`src/rtl/run_ctrl_pkg.sv`:
```
// Shared definitions for the CPU run controller: state encoding and the
// default parameter values used by the top level.
package run_ctrl_pkg;

  // Controller states; encodings are fixed so harness scripts can decode them.
  typedef enum logic [1:0] {
    S_RESET_HOLD = 2'd0,
    S_RUN        = 2'd1,
    S_DONE       = 2'd2
  } state_e;

  localparam int DEF_RST_CYCLES  = 8;
  localparam int DEF_MAX_CYCLES  = 100000;
  localparam int DEF_HALT_REPEAT = 4;
  localparam int DEF_CNT_W       = 32;
  localparam int DEF_PC_W        = 32;

endpackage

```
`src/rtl/pc_repeat_det.sv`:
```
// Detects a core parked on one fetch PC: counts consecutive valid fetches of
// the same address and flags the fetch that brings the count to HALT_REPEAT.
// Stalled cycles (pc_valid low) neither advance nor break a repeat.
module pc_repeat_det #(
  parameter int HALT_REPEAT = 4,
  parameter int PC_W        = 32
) (
  input  logic            clk,
  input  logic            reset,
  input  logic            clear,
  input  logic            pc_valid,
  input  logic [PC_W-1:0] pc,
  output logic            hit
);

  localparam int REP_W = $clog2(HALT_REPEAT + 1);

  logic [PC_W-1:0]  last_pc_q, last_pc_d;
  logic [REP_W-1:0] rep_cnt_q, rep_cnt_d;

  // Next repeat count and last PC; hit is taken from the updated count so the
  // halt is seen in the same cycle as the final repeated fetch.
  always_comb begin
    // NOTE: every signal gets a default before any branch so no latch is inferred.
    last_pc_d = last_pc_q;
    rep_cnt_d = rep_cnt_q;
    hit       = 1'b0;
    if (clear) begin
      // A cleared count of 0 makes the first valid fetch land on 1 whether or
      // not it matches the stale last_pc.
      rep_cnt_d = '0;
    end else if (pc_valid) begin
      last_pc_d = pc;
      rep_cnt_d = (pc == last_pc_q) ? rep_cnt_q + REP_W'(1) : REP_W'(1);
      hit       = (rep_cnt_d == REP_W'(HALT_REPEAT));
    end
  end

  // Repeat-tracking state register.
  always_ff @(posedge clk or posedge reset) begin
    if (reset) begin
      // NOTE: sequential state uses non-blocking assignments so all registers
      // update together from pre-edge values.
      last_pc_q <= '0;
      rep_cnt_q <= '0;
    end else begin
      last_pc_q <= last_pc_d;
      rep_cnt_q <= rep_cnt_d;
    end
  end

endmodule

```
`src/rtl/cpu_run_ctrl.sv`:
```
// Run controller for the pipelined MIPS core: holds the core in reset for
// RST_CYCLES, counts RUN cycles, and ends the run on a PC self-loop (halt)
// or when the cycle budget is spent (timeout). All outputs are registered.
module cpu_run_ctrl
  import run_ctrl_pkg::*;
#(
  parameter int RST_CYCLES  = DEF_RST_CYCLES,
  parameter int MAX_CYCLES  = DEF_MAX_CYCLES,
  parameter int HALT_REPEAT = DEF_HALT_REPEAT,
  parameter int CNT_W       = DEF_CNT_W,
  parameter int PC_W        = DEF_PC_W
) (
  input  logic             clk,
  input  logic             reset,
  input  logic             restart,
  input  logic [PC_W-1:0]  pc,
  input  logic             pc_valid,
  output logic             cpu_reset,
  output logic             running,
  output logic [CNT_W-1:0] cycle_cnt,
  output logic             done,
  output logic             halted,
  output logic             timeout
);

  state_e           state_q, state_d;
  logic [7:0]       hold_cnt_q, hold_cnt_d;
  logic [CNT_W-1:0] cycle_cnt_q, cycle_cnt_d;
  logic             done_q, done_d;
  logic             halted_q, halted_d;
  logic             timeout_q, timeout_d;
  logic             cpu_reset_q, cpu_reset_d;
  logic             running_q, running_d;
  logic             det_clear;
  logic             halt_hit;

  // The detector only tracks fetches while the core actually runs.
  assign det_clear = restart || (state_q != S_RUN);

  pc_repeat_det #(
    .HALT_REPEAT (HALT_REPEAT),
    .PC_W        (PC_W)
  ) u_pc_repeat_det (
    .clk      (clk),
    .reset    (reset),
    .clear    (det_clear),
    .pc_valid (pc_valid),
    .pc       (pc),
    .hit      (halt_hit)
  );

  // Next-state, counter and flag logic; restart overrides every other event.
  always_comb begin
    state_d     = state_q;
    hold_cnt_d  = hold_cnt_q;
    cycle_cnt_d = cycle_cnt_q;
    done_d      = done_q;
    halted_d    = halted_q;
    timeout_d   = timeout_q;

    case (state_q)
      S_RESET_HOLD: begin
        hold_cnt_d = hold_cnt_q + 8'd1;
        if (hold_cnt_q == 8'(RST_CYCLES - 1)) state_d = S_RUN;
      end
      S_RUN: begin
        cycle_cnt_d = cycle_cnt_q + CNT_W'(1);
        // Halt wins over a timeout landing in the same cycle.
        if (halt_hit) begin
          state_d  = S_DONE;
          done_d   = 1'b1;
          halted_d = 1'b1;
        end else if (cycle_cnt_q == CNT_W'(MAX_CYCLES - 1)) begin
          state_d   = S_DONE;
          done_d    = 1'b1;
          timeout_d = 1'b1;
        end
      end
      S_DONE:  ;
      default: state_d = S_RESET_HOLD;
    endcase

    if (restart) begin
      state_d     = S_RESET_HOLD;
      hold_cnt_d  = '0;
      cycle_cnt_d = '0;
      done_d      = 1'b0;
      halted_d    = 1'b0;
      timeout_d   = 1'b0;
    end

    // Outputs are registered copies of the next state, so cpu_reset falls on
    // the same edge that enters RUN and rises again on the edge that leaves it.
    cpu_reset_d = (state_d != S_RUN);
    running_d   = (state_d == S_RUN);
  end

  // Controller state and registered outputs.
  always_ff @(posedge clk or posedge reset) begin
    if (reset) begin
      state_q     <= S_RESET_HOLD;
      hold_cnt_q  <= '0;
      cycle_cnt_q <= '0;
      done_q      <= 1'b0;
      halted_q    <= 1'b0;
      timeout_q   <= 1'b0;
      cpu_reset_q <= 1'b1;
      running_q   <= 1'b0;
    end else begin
      state_q     <= state_d;
      hold_cnt_q  <= hold_cnt_d;
      cycle_cnt_q <= cycle_cnt_d;
      done_q      <= done_d;
      halted_q    <= halted_d;
      timeout_q   <= timeout_d;
      cpu_reset_q <= cpu_reset_d;
      running_q   <= running_d;
    end
  end

  assign cpu_reset = cpu_reset_q;
  assign running   = running_q;
  assign cycle_cnt = cycle_cnt_q;
  assign done      = done_q;
  assign halted    = halted_q;
  assign timeout   = timeout_q;

endmodule

```
`config.mk`:
```
export PLATFORM = sky130hd
export DESIGN_NAME = cpu_run_ctrl
export DESIGN_NICKNAME = d
export VERILOG_FILES = /design/src/rtl/run_ctrl_pkg.sv /design/src/rtl/pc_repeat_det.sv /design/src/rtl/cpu_run_ctrl.sv
export SDC_FILE = /design/constraint.sdc
export NUM_CORES = 1
export LEC_CHECK = 0
export ABC_AREA = 0
export ABC_CLOCK_PERIOD_IN_PS = 2700
export CAP_MARGIN = 5
export CORE_ASPECT_RATIO = 0.8
export CORE_MARGIN = 10
export CORE_UTILIZATION = 30
export CTS_CLUSTER_SIZE = 12
export DETAILED_ROUTE_END_ITERATION = 8
export GPL_ROUTABILITY_DRIVEN = 0
export PLACE_DENSITY = 0.54
export RECOVER_POWER = 100
export SYNTH_ARGS = -nofsm -noshare
export SYNTH_HDL_FRONTEND = slang
export SYNTH_SLANG_ARGS = --single-unit
```
`constraint.sdc`:
```
create_clock -name clk -period 2.7 [get_ports clk]
set_clock_uncertainty 0.1 [all_clocks]
set_input_delay 0.405 -clock clk [delete_from_list [all_inputs] [get_ports clk]]
set_output_delay 0.405 -clock clk [all_outputs]
set_load 0.1 [all_outputs]
```
==> results of run 1 <==
==> worst max-delay path, cell delays in order <==
cell and delay, ps:
clkdlybuf4s50_1 510, xnor2_1 140, nand4_1 100, nor4_1 450, clkbuf_1 220, nand4_1 270
a32o_1 330
==> sequential cells by signal, summed over array words and instances, names as in the netlist <==
signal	flops
done	1
hold_cnt_q	8
state_q	2
timeout	1
u_pc_repeat_det.rep_cnt_q	3
cycle_cnt	32
running	1
halted	1
cpu_reset	1
u_pc_repeat_det.last_pc_q	32
==> metrics by stage <==
| stage | power (mW) | area [sq um] | hold WS (ps) |
|---|---|---|---|
| after floorplan | 1.49 | 4010 | 402 |
| final | 2.94 | 5100 | 412 |
| after CTS | 2.99 | 5270 | 249 |
| after detailed placement | 1.59 | 4930 | 404 |
| after global placement | 1.58 | 4930 | 380 |
| after global routing | 3.06 | 5100 | 434 |
==> cell families after synthesis <==
kind of cell	synth area share (%)
multiplexers	8.99
adder cells (fa/ha/maj)	0.937
AND/OR/NAND/NOR	19.2
XOR/XNOR	15.3
flip-flops	51.2
AO/OA/AOI/OAI	2.62
buffers and inverters	1.69
==> synthesized netlist by cell type, types with 3 or more instances <==
| master | instances |
|---|---|
| nand2_1 | 14 |
| nand3_1 | 17 |
| nor2_1 | 42 |
| mux2_2 | 32 |
| and4_1 | 4 |
| nor3_1 | 7 |
| inv_1 | 6 |
| xnor2_1 | 46 |
| and2_1 | 3 |
| nand4_1 | 25 |
| nor4_1 | 10 |
| xor2_1 | 24 |
| dfrtp_1 | 81 |
| o21ai_0 | 3 |
| buf_2 | 3 |
| a21oi_1 | 6 |
| and3_1 | 5 |
| ha_1 | 3 |
| clkbuf_1 | 6 |
==> power by group <==
group | switching [mW] | leakage, nW | internal [mW] | total, mW
logic | 0.0989 | 0.833 | 0.140 | 0.239
clock network | 0.477 | 0.166 | 0.898 | 1.38
registers | 0.0370 | 1.13 | 1.28 | 1.32
total | 0.612 | 2.13 | 2.32 | 2.94
==> final timing paths <==
check                                    startpoint                                         to  slack [ps]  cells after the start
hold reg to reg                 timeout$_DFFE_PP0P_                        timeout$_DFFE_PP0P_         410                      1
max in group asynchronous                     reset  u_pc_repeat_det.last_pc_q[30]$_DFFE_PP0P_         580                      3
setup reg to reg           cycle_cnt[6]$_DFFE_PP0P_                  cycle_cnt[21]$_DFFE_PP0P_         520                      5
hold / removal                  timeout$_DFFE_PP0P_                        timeout$_DFFE_PP0P_         410                      1
setup / recovery                             pc[19]                        timeout$_DFFE_PP0P_         390                      7
min in group asynchronous                     reset  u_pc_repeat_det.last_pc_q[17]$_DFFE_PP0P_         560                      2
==> area by class of cell <==
type / count / area [sq um]
Clock buffer: 10 / 229
Clock inverter: 6 / 105
Fill cell: 1302 / 7860
Inverter: 6 / 23.8
Multi-Input combinational cell: 264 / 1880
Sequential cell: 82 / 2050
Tap cell: 175 / 219
Timing Repair Buffer: 85 / 594
==> per-layer routing <==
layer / GRT usage [%] / up-vias
li1: - / 1449
met3: 2.88 / 14
met1: 14.5 / 1409
met2: 15.2 / 53
met5: 0 / -
met4: 5.14 / 0
==> impl_metrics.py, run 1 <==
metrics = {
    "sta": {
        "rsz0062_at_grt": "no",
        "fin_tns_setup_ps": 0,
        "relSlewSlack_pct": 18.8,
        "maxSlewViolCount": 0,
        "fin_ws_ps": 390,
        "setup_violations": 0,
        "fmax_mhz": 433,
        "period_share_pct": 85.6,
        "worst_slew_pin_slew_ps": 1220,
        "hold_viol": 0,
        "period_minus_slack_ps": 2310,
    },
    "cts": {
        "cts_resized": 0,
        "cts-root-buf": "clkbuf_16",
        "cts_hold_buf": 0,
        "cts_made_buffers": 9,
        "cts_sinks": 82,
        "cts_tree": "built",
        "clk_pin_slew_ps": 60,
        "cts.path.max_buffers": 2,
        "clk_latency_ps": 330,
        "cts_setup_buffers": 0,
        "cts_max_level": 3,
    },
    "global_routing": {
        "grt_usage_pct": 10.6,
        "grt_pass1_vias": 2980,
        "grt_pass1_wl_um": 15600,
        "antenna_found_initial": 0,
        "grt_max_degree": 48,
        "gr-total-overflow": 0,
    },
    "synthesis": {
        "syn_area_per_cell_sq_um": 11.0,
        "synthesis.nets": 402,
        "async_reset_ff_share_pct": 100,
        "synth.area.top_cells": "dfrtp_1 51%, xnor2_1 10%, mux2_2 9.0%, xor2_1 5.2%, nor2_1 3.9%",
        "yosysWarnings": 0,
        "synth_area_leader_cell": "dfrtp_1",
        "synth_edf_count": 0,
        "ys_ff_latch": 82,
        "yosysSeqAreaShare_pct": 51.2,
        "synth_flop_cell": "dfrtp_1",
        "syn_inst": 363,
        "synth_top_area_share_pct": 50.6,
        "syn_area_sq_um": 4010,
        "synth_cell_types": 39,
    },
    "detailed_routing": {
        "met3_length_um": 418,
        "num_vias": 2925,
        "drc": 0,
        "routedWlPerCell_um": 15.0,
        "top_layer_used": "met4",
        "firstDrtPassIters": 4,
        "m1WireLength_um": 4710,
        "drt-initial-drc-count": 157,
        "dr_wl_met2_um": 4130,
        "vias_per_cell": 4.66,
        "ant_nets": 0,
        "wl_um": 9450,
    },
    "critical_path": {
        "endpoint_kind": "flop",
        "cp-start-kind": "primary input",
        "worstPathArrival_ps": 2430,
        "worstPathRequired_ps": 2820,
        "critPathKind": "primary input to flop",
        "crit_fanout": 7,
    },
    "die": {
        "die-area_sq_um": 18400,
        "rows": 37,
        "fp.coreArea_sq_um": 13000,
        "io_pins": 73,
        "die_h_um": 123,
        "die_x_um": 149,
        "start_util_pct": 30.9,
    },
    "power": {
        "power.density_nw_per_um2": 575,
        "vdd_drop_max_uv": 286,
        "leakage_nw": 2.13,
    },
    "layout": {
        "area_delta_synth_final_pct": 27.3,
        "final_cell_mix": "81 x dfrtp_1, 46 x xnor2_1, 42 x nor2_1, 42 x clkbuf_1, 33 x clkdlybuf4s50_1",
        "final_core_util_pct": 39.4,
        "drive_gt1_share_pct": 13.2,
        "layout_commonest_cell": "dfrtp_1",
        "antennaDiodeCount": 0,
        "nNetsFinal": 487,
        "stdcell_count": 628,
    },
    "placement": {
        "dp_hpwl_um": 7010,
        "numPortBuffers": 72,
        "placed_cells": 612,
        "dpl_worst_slack_ps": 20.9,
    },
    "status": {
        "status": "completed",
    },
    "worst_hold_path": {
        "hp-class": "flop to flop",
    },
    "run": {
        "cap_viol_max_count": 0,
    },
}
Note: power is estimated with default switching activity, not from simulation.
==> inputs of run 2 (changes only) <==
--- a/config.mk
+++ b/config.mk
@@ -8,13 +8,15 @@
 export ABC_AREA = 0
 export ABC_CLOCK_PERIOD_IN_PS = 2700
 export CAP_MARGIN = 5
+export CELL_PAD_IN_SITES_DETAIL_PLACEMENT = 0
+export CELL_PAD_IN_SITES_GLOBAL_PLACEMENT = 1
 export CORE_ASPECT_RATIO = 0.8
 export CORE_MARGIN = 10
 export CORE_UTILIZATION = 30
 export CTS_CLUSTER_SIZE = 12
 export DETAILED_ROUTE_END_ITERATION = 8
 export GPL_ROUTABILITY_DRIVEN = 0
-export PLACE_DENSITY = 0.54
+export PLACE_DENSITY = 0.66
 export RECOVER_POWER = 100
 export SYNTH_ARGS = -nofsm -noshare
 export SYNTH_HDL_FRONTEND = slang
==> impl_metrics.py, run 2 (synthesized netlist as in run 1, its figures left out) <==
metrics = {
    "layout": {
        "fill_cells": 1313,
        "antennaDiodeCount": 0,
        "final_cell_mix": "81 x dfrtp_1, 46 x xnor2_1, 42 x nor2_1",
        "area_delta_synth_final_pct": 26.2,
        "fin_area_sq_um": 5060,
        "nNetsFinal": 487,
        "drive_gt1_share_pct": 12.8,
        "layout_commonest_cell": "dfrtp_1",
    },
    "critical_path": {
        "max_stage_delay_ps": 950,
        "crit_family": "buffers and inverters",
        "path_cells": "clkbuf_1",
        "endpoint_kind": "output pin",
        "cp-start-kind": "flop",
        "crit_fanout": 7,
        "r2r_cells": 5,
        "cp_slowest_cell": "clkbuf_1",
        "rrSetupSlack_ps": 520,
        "timing.rr.start": "cycle_cnt[5]$_DFFE_PP0P_",
        "worstPathArrival_ps": 1760,
        "worstPathRequired_ps": 2190,
        "critPathKind": "flop to output pin",
        "r2r_end": "cycle_cnt[19]$_DFFE_PP0P_",
        "worst-path-buf-inv": 1,
    },
    "status": {
        "status": "finished, violations left",
        "violations": "capacitance limit, slew limit",
    },
    "global_routing": {
        "grt_pass1_wl_um": 16200,
        "grt_pass1_vias": 3014,
        "antenna_found_initial": 0,
        "grt_max_degree": 43,
        "grt_usage_pct": 11.1,
        "gr-total-overflow": 0,
    },
    "placement": {
        "numPortBuffers": 72,
        "dpl-instance-area_sq_um": 4930,
        "dp_hpwl_um": 7130,
    },
    "sta": {
        "rsz0062_at_grt": "no",
        "maxSlewViolCount": 42,
        "period_minus_slack_ps": 2270,
        "hold_viol": 0,
        "relSlewSlack_pct": -11.2,
        "setup_violations": 0,
        "period_share_pct": 84.0,
        "fin_tns_setup_ps": 0,
        "fmax_mhz": 441,
        "worst_slew_pin_slew_ps": 1670,
    },
    "worst_hold_path": {
        "min_to": "halted$_DFFE_PP0P_",
        "hold_depth": 2,
        "worstHoldStart": "halted$_DFFE_PP0P_",
        "hp-class": "flop to flop",
    },
    "cts": {
        "cts_resized": 0,
        "cts_sinks": 82,
        "clk_pin_slew_ps": 60,
        "cts_made_buffers": 9,
        "cts_tree": "built",
        "cts_hold_buf": 0,
        "cts_setup_buffers": 0,
        "clk_latency_ps": 340,
        "cts-root-buf": "clkbuf_16",
        "cts.path.max_buffers": 2,
        "cts_max_level": 3,
    },
    "power": {
        "leakage_nw": 2.12,
        "power.density_nw_per_um2": 556,
        "vdd_drop_max_uv": 311,
        "p_total_mw": 2.81,
    },
    "die": {
        "die_x_um": 149,
        "io_pins": 73,
        "rows": 37,
        "die_h_um": 123,
        "fp.coreArea_sq_um": 13000,
        "die-area_sq_um": 18400,
        "start_util_pct": 30.9,
    },
    "detailed_routing": {
        "vias_per_cell": 4.77,
        "drt-initial-drc-count": 105,
        "num_vias": 2997,
        "routedWlPerCell_um": 15.8,
        "wl_um": 9910,
        "drc": 0,
        "firstDrtPassIters": 4,
        "ant_nets": 0,
    },
    "run": {
        "cap_viol_max_count": 1,
    },
}
run 2: cell types whose count changed in the layout (fill, tap and decap cells not counted), sizes merged:
cell,change
inv,+1
clkbuf,+1
bufinv,-2
run 2: stage by stage:
stage               setup slack (ps)  cells  utilization, %  hold WS [ps]
global route                     220    628            39.0           437
finish                           432    628            39.0           420
detailed placement               140    612            38.1           418
CTS                              485    628            40.4           428
global placement                 229    612            38.1           399
floorplan                       88.2    363               -           402
run 2: worst max-delay path by stage:
stage	from	endpoint	depth (start not counted)
2_1_floorplan	reset	cycle_cnt[0]$_DFFE_PP0P_	1
3_3_place_gp	pc[3]	timeout$_DFFE_PP0P_	7
3_5_place_dp	pc[5]	timeout$_DFFE_PP0P_	7
4_1_cts	pc[5]	timeout$_DFFE_PP0P_	7
5_1_grt	reset	u_pc_repeat_det.rep_cnt_q[0]$_DFFE_PP0P_	2
6_report	cycle_cnt[3]$_DFFE_PP0P_	cycle_cnt[3]	1
run 2: layout make-up:
cell class                 instances  area [sq um]  area share, %
multi-input combinational        264          1860           36.9
clock inverter                     5          52.6           1.04
tap                              175           219           4.33
timing repair buffer              85           594           11.7
inverter                           6          22.5          0.445
sequential                        82          2050           40.6
clock buffer                      11           253           5.00
run 2: report_power, final:
| group | switching, mW | internal (mW) | total (mW) |
|---|---|---|---|
| clock network | 0.488 | 0.762 | 1.25 |
| registers | 0.0368 | 1.28 | 1.32 |
| logic | 0.103 | 0.141 | 0.244 |
run 2: per-layer routing:
metal / GRT usage, % / vias to the layer above / share of wire [%]
li1: - / 1449 / -
met1: 15.0 / 1475 / 51
met5: 0 / - / 0
met3: 4.71 / 7 / 6.1
met4: 3.12 / 0 / 0.84
met2: 16.0 / 66 / 42
==> edit 1, RTL diff (settings of run 1) <==
Set the package constant `DEF_HALT_REPEAT` to 16 (it was 4).
--- a/src/rtl/run_ctrl_pkg.sv
+++ b/src/rtl/run_ctrl_pkg.sv
@@ -13,3 +13,3 @@
   localparam int DEF_MAX_CYCLES  = 100000;
-  localparam int DEF_HALT_REPEAT = 4;
+  localparam int DEF_HALT_REPEAT = 16;
   localparam int DEF_CNT_W       = 32;
Function: same outputs for any inputs over 10 cycles, from zero or initial values and one cycle with reset high; that may be too few to reach the edited logic, so the function may still have changed.
==> edit 1 against run 1 <==
- the flow now finishes with violations (max-capacitance violations)
- cell area increased by 2.3%
- worst setup slack gained 0.019 ns
- clock power down 16%
- global-route usage is essentially flat
- count of clock-buffer cells in the layout is 2 higher
- synthesized area rose by 5.8%
- synthesized cell count rose by 4.1%
- critical path depth fell by 1
- routed wire length increased by 8.1%
- first-iteration DRC count rose by 15%
- power is 6.7% lower
- sequential cell count grew 2
- largest power group is now sequential cells
==> edit 1: results (changes against run 1) <==
Layout clock buffers -> 12 (+2)
Min cycle time layout -> 2.29 ns (-0.0187 ns)
Post-synthesis adder-cell area fraction -> 0.885% (-0.052 points)
CTS sink cnt -> 84 (+2.4%)
Row Count -> 38 (+2.7%)
First-pass GRT wire length -> 16800 um (+7.6%)
Vias -> 3038 (+3.9%)
Post-synthesis xor/xnor area fraction -> 14.9% (-0.43 points)
Hold Path Origin -> u_pc_repeat_det.rep_cnt_q[4]$_DFFE_PP0P_
CP Launch Point -> restart
Via density -> 4.73 (+1.6%)
Slew @ Worst Pin -> 1.48 ns (+0.257 ns)
Syn_area_per_cell -> 11.2 um2 (+1.6%)
Largest net degree at the start of global routing -> 45 (-6.3%)
Reg-to-Reg Start -> state_q[0]$_DFF_PP0_
Inst Count DP -> 628 (+2.6%)
Most frequent cells after synthesis -> dfrtp_1 (83), xnor2_1 (56), nor2_1 (45)
Failing checks -> max-capacitance violations
Gr usage total -> 10.6% (about the same)
Multiplexer area fraction after synthesis -> 9.47% (+0.48 points)
Max cap viols -> 1 (+1)
Outcome -> finished, violations left
Inverters -> 8 (+2)
Number of global-route vias before repair -> 3156 (+5.9%)
Design Area, Final -> 0.00522 mm2 (+2.3%)
Register area share after synthesis -> 49.6% (-1.6 points)
[edit 1: cell count changes after synthesis, sizes merged, moves of 3 or more]
cell and delta:
and3 +3, xnor2 +10, mux2i +3, nor2 +3, nor3 +4, xor2 -8, nand4 -5, buf +3
[edit 1: per-layer routing]
metal / GRT usage [%] / vias to the layer above / part of all wire (%) / routed length, um
met5: 0 / - / 0 / 0
met4: 3.36 / 0 / 1.1 / 113
li1: - / 1498 / - / -
met2: 16.3 / 46 / 46 / 4730
met1: 14.0 / 1487 / 49 / 5050
met3: 3.31 / 7 / 3.1 / 315
[edit 1: kinds of logic after synthesis]
| kind of cell | Yosys count |
|---|---|
| adder cells (fa/ha/maj) | 3 |
| multiplexers | 36 |
| AND/OR/NAND/NOR | 147 |
| AO/OA/AOI/OAI | 16 |
| buffers and inverters | 20 |
| flip-flops | 84 |
| XOR/XNOR | 72 |
[edit 1: power breakdown]
group	internal [mW]	total, mW	switching, mW
Sequential	1.31	1.34	0.0332
Clock	0.685	1.16	0.479
Combinational	0.133	0.234	0.102
==> edit 2, RTL diff (config.mk and constraints of run 1) <==
Made on the original files. One comparison of `cycle_cnt_q` changes from == to >=.
--- a/src/rtl/cpu_run_ctrl.sv
+++ b/src/rtl/cpu_run_ctrl.sv
@@ -72,3 +72,3 @@
           halted_d = 1'b1;
-        end else if (cycle_cnt_q == CNT_W'(MAX_CYCLES - 1)) begin
+        end else if (cycle_cnt_q >= CNT_W'(MAX_CYCLES - 1)) begin
           state_d   = S_DONE;
Function: same outputs for any inputs over 10 cycles, from zero or initial values and one cycle with reset high; that may be too few to reach the edited logic, so the function may still have changed.
==> edit 2 against run 1 <==
- global-route usage is 0.50 points higher
- sequential cell count did not move
- synthesized area rose by 1.2%
- synthesized cell count up 3.6%
- routed wire length is 4.1% higher
- final cell count increased by 0.80%
- power up 0.28%
- cell area is 0.54% higher
- via count rose by 1.1%
- worst setup slack worse by 0.12 ns
- largest cell class unchanged
- largest power group unchanged
- highest routed layer unchanged
==> edit 2: results (changes against run 1) <==
Outcome -> complete, no violations
Syn nets -> 415 (+3.2%)
Hold Path End -> u_pc_repeat_det.last_pc_q[8]$_DFFE_PP0P_
Sequential power share -> 42.8% (-2.2 points)
Share of cells above drive strength 1 -> 15.3% (+2.0 points)
DP HPWL -> 7040 um (+0.46%)
P_int -> 2.35 mW (+1.4%)
Clk network pwr share -> 51.5% (+4.7 points)
Largest net degree at the start of global routing -> 47 (-2.1%)
# fillers -> 1348 (+3.5%)
Pleak -> 2.10 nW (-1.3%)
TritonRoute pass-1 iters -> 4 (unchanged)
Most frequent cells after synthesis -> dfrtp_1 (81), xnor2_1 (56), nor2_1 (44)
Reg-to-Reg Start -> state_q[1]$_DFF_PP0_
R2r endpoint -> cycle_cnt[31]$_DFFE_PP0P_
Gr usage total -> 11.1% (+0.50 points)
Synth top area cells -> dfrtp_1 (50%), xnor2_1 (12%), mux2_2 (8.6%)
Register area share after synthesis -> 50.6% (-0.59 points)
Initial DRC count -> 151 (-3.8%)
R2r setup slk -> 0.28 ns (-0.24 ns)
Cell family with most CP delay -> buffers and inverters
Sw frac -> 20.0% (-0.85 points)
Worst Hold Depth -> 1 (unchanged)
Post_cts resized -> 0 (unchanged)
Largest stage delay, worst path -> 0.64 ns (+0.13 ns)
Via density -> 4.67 (+0.30%)
Total Wirelength -> 9830 um (+4.1%)
# nets final -> 492 (+1.0%)
Hold Path Origin -> u_pc_repeat_det.last_pc_q[8]$_DFFE_PP0P_
Antenna violations before repair -> 0 (unchanged)
Hold Slack -> 0.423 ns (+0.0108 ns)
Critical Path End -> u_pc_repeat_det.last_pc_q[23]$_DFFE_PP0P_
CP Launch Point -> restart
==> edit 2: cell count changes after synthesis, sizes merged, moves of 3 or more <==
| cell | delta |
|---|---|
| and3 | -4 |
| inv | +7 |
| nand2 | +5 |
| nand3 | -5 |
| nand4 | -7 |
| nor4 | +4 |
| o21ai | +3 |
| or2 | +3 |
| xnor2 | +10 |
| xor2 | -10 |
==> edit 2: through the flow <==
stage,std cells,worst slack (ns),instance area [um2]
finish,633,0.267,5130
global route,633,0.140,5130
CTS,633,0.411,5300
detailed placement,617,0.125,4930
global placement,617,0.174,4930
floorplan,376,-0.0509,4070
==> edit 2: worst register-to-register path: cells and delay by family, from the launching register on <==
family           cells  cell delay (ns)
AND/OR/NAND/NOR      4             1.64
flip-flops           1             0.45
AO/OA/AOI/OAI        1             0.14
==> edit 2: cells by family after synthesis <==
group / after synthesis / synth area share, %
compound gates: 21 / 3.55
xor+xnor: 70 / 15.1
fa+ha+maj: 3 / 0.926
buf+inv: 27 / 2.59
flops: 82 / 50.6
mux: 33 / 9.14
simple gates: 140 / 18.0
==> edit 2: layout make-up <==
class / instances / area (um2) / share of cell area (%)
inverters: 13 / 52.6 / 1.02
multi-input cells: 267 / 1890 / 36.9
flip-flops and latches: 82 / 2070 / 40.3
repair buffers: 80 / 533 / 10.4
clock inverters: 5 / 125 / 2.44
well taps: 175 / 219 / 4.27
clock buffers: 11 / 243 / 4.73
==> edit 2: layer usage <==
layer	GRT usage [%]	share of wire, %
met1	14.6	48
met2	16.8	46
met3	3.95	4.4
met4	3.76	1.3
met5	0	0
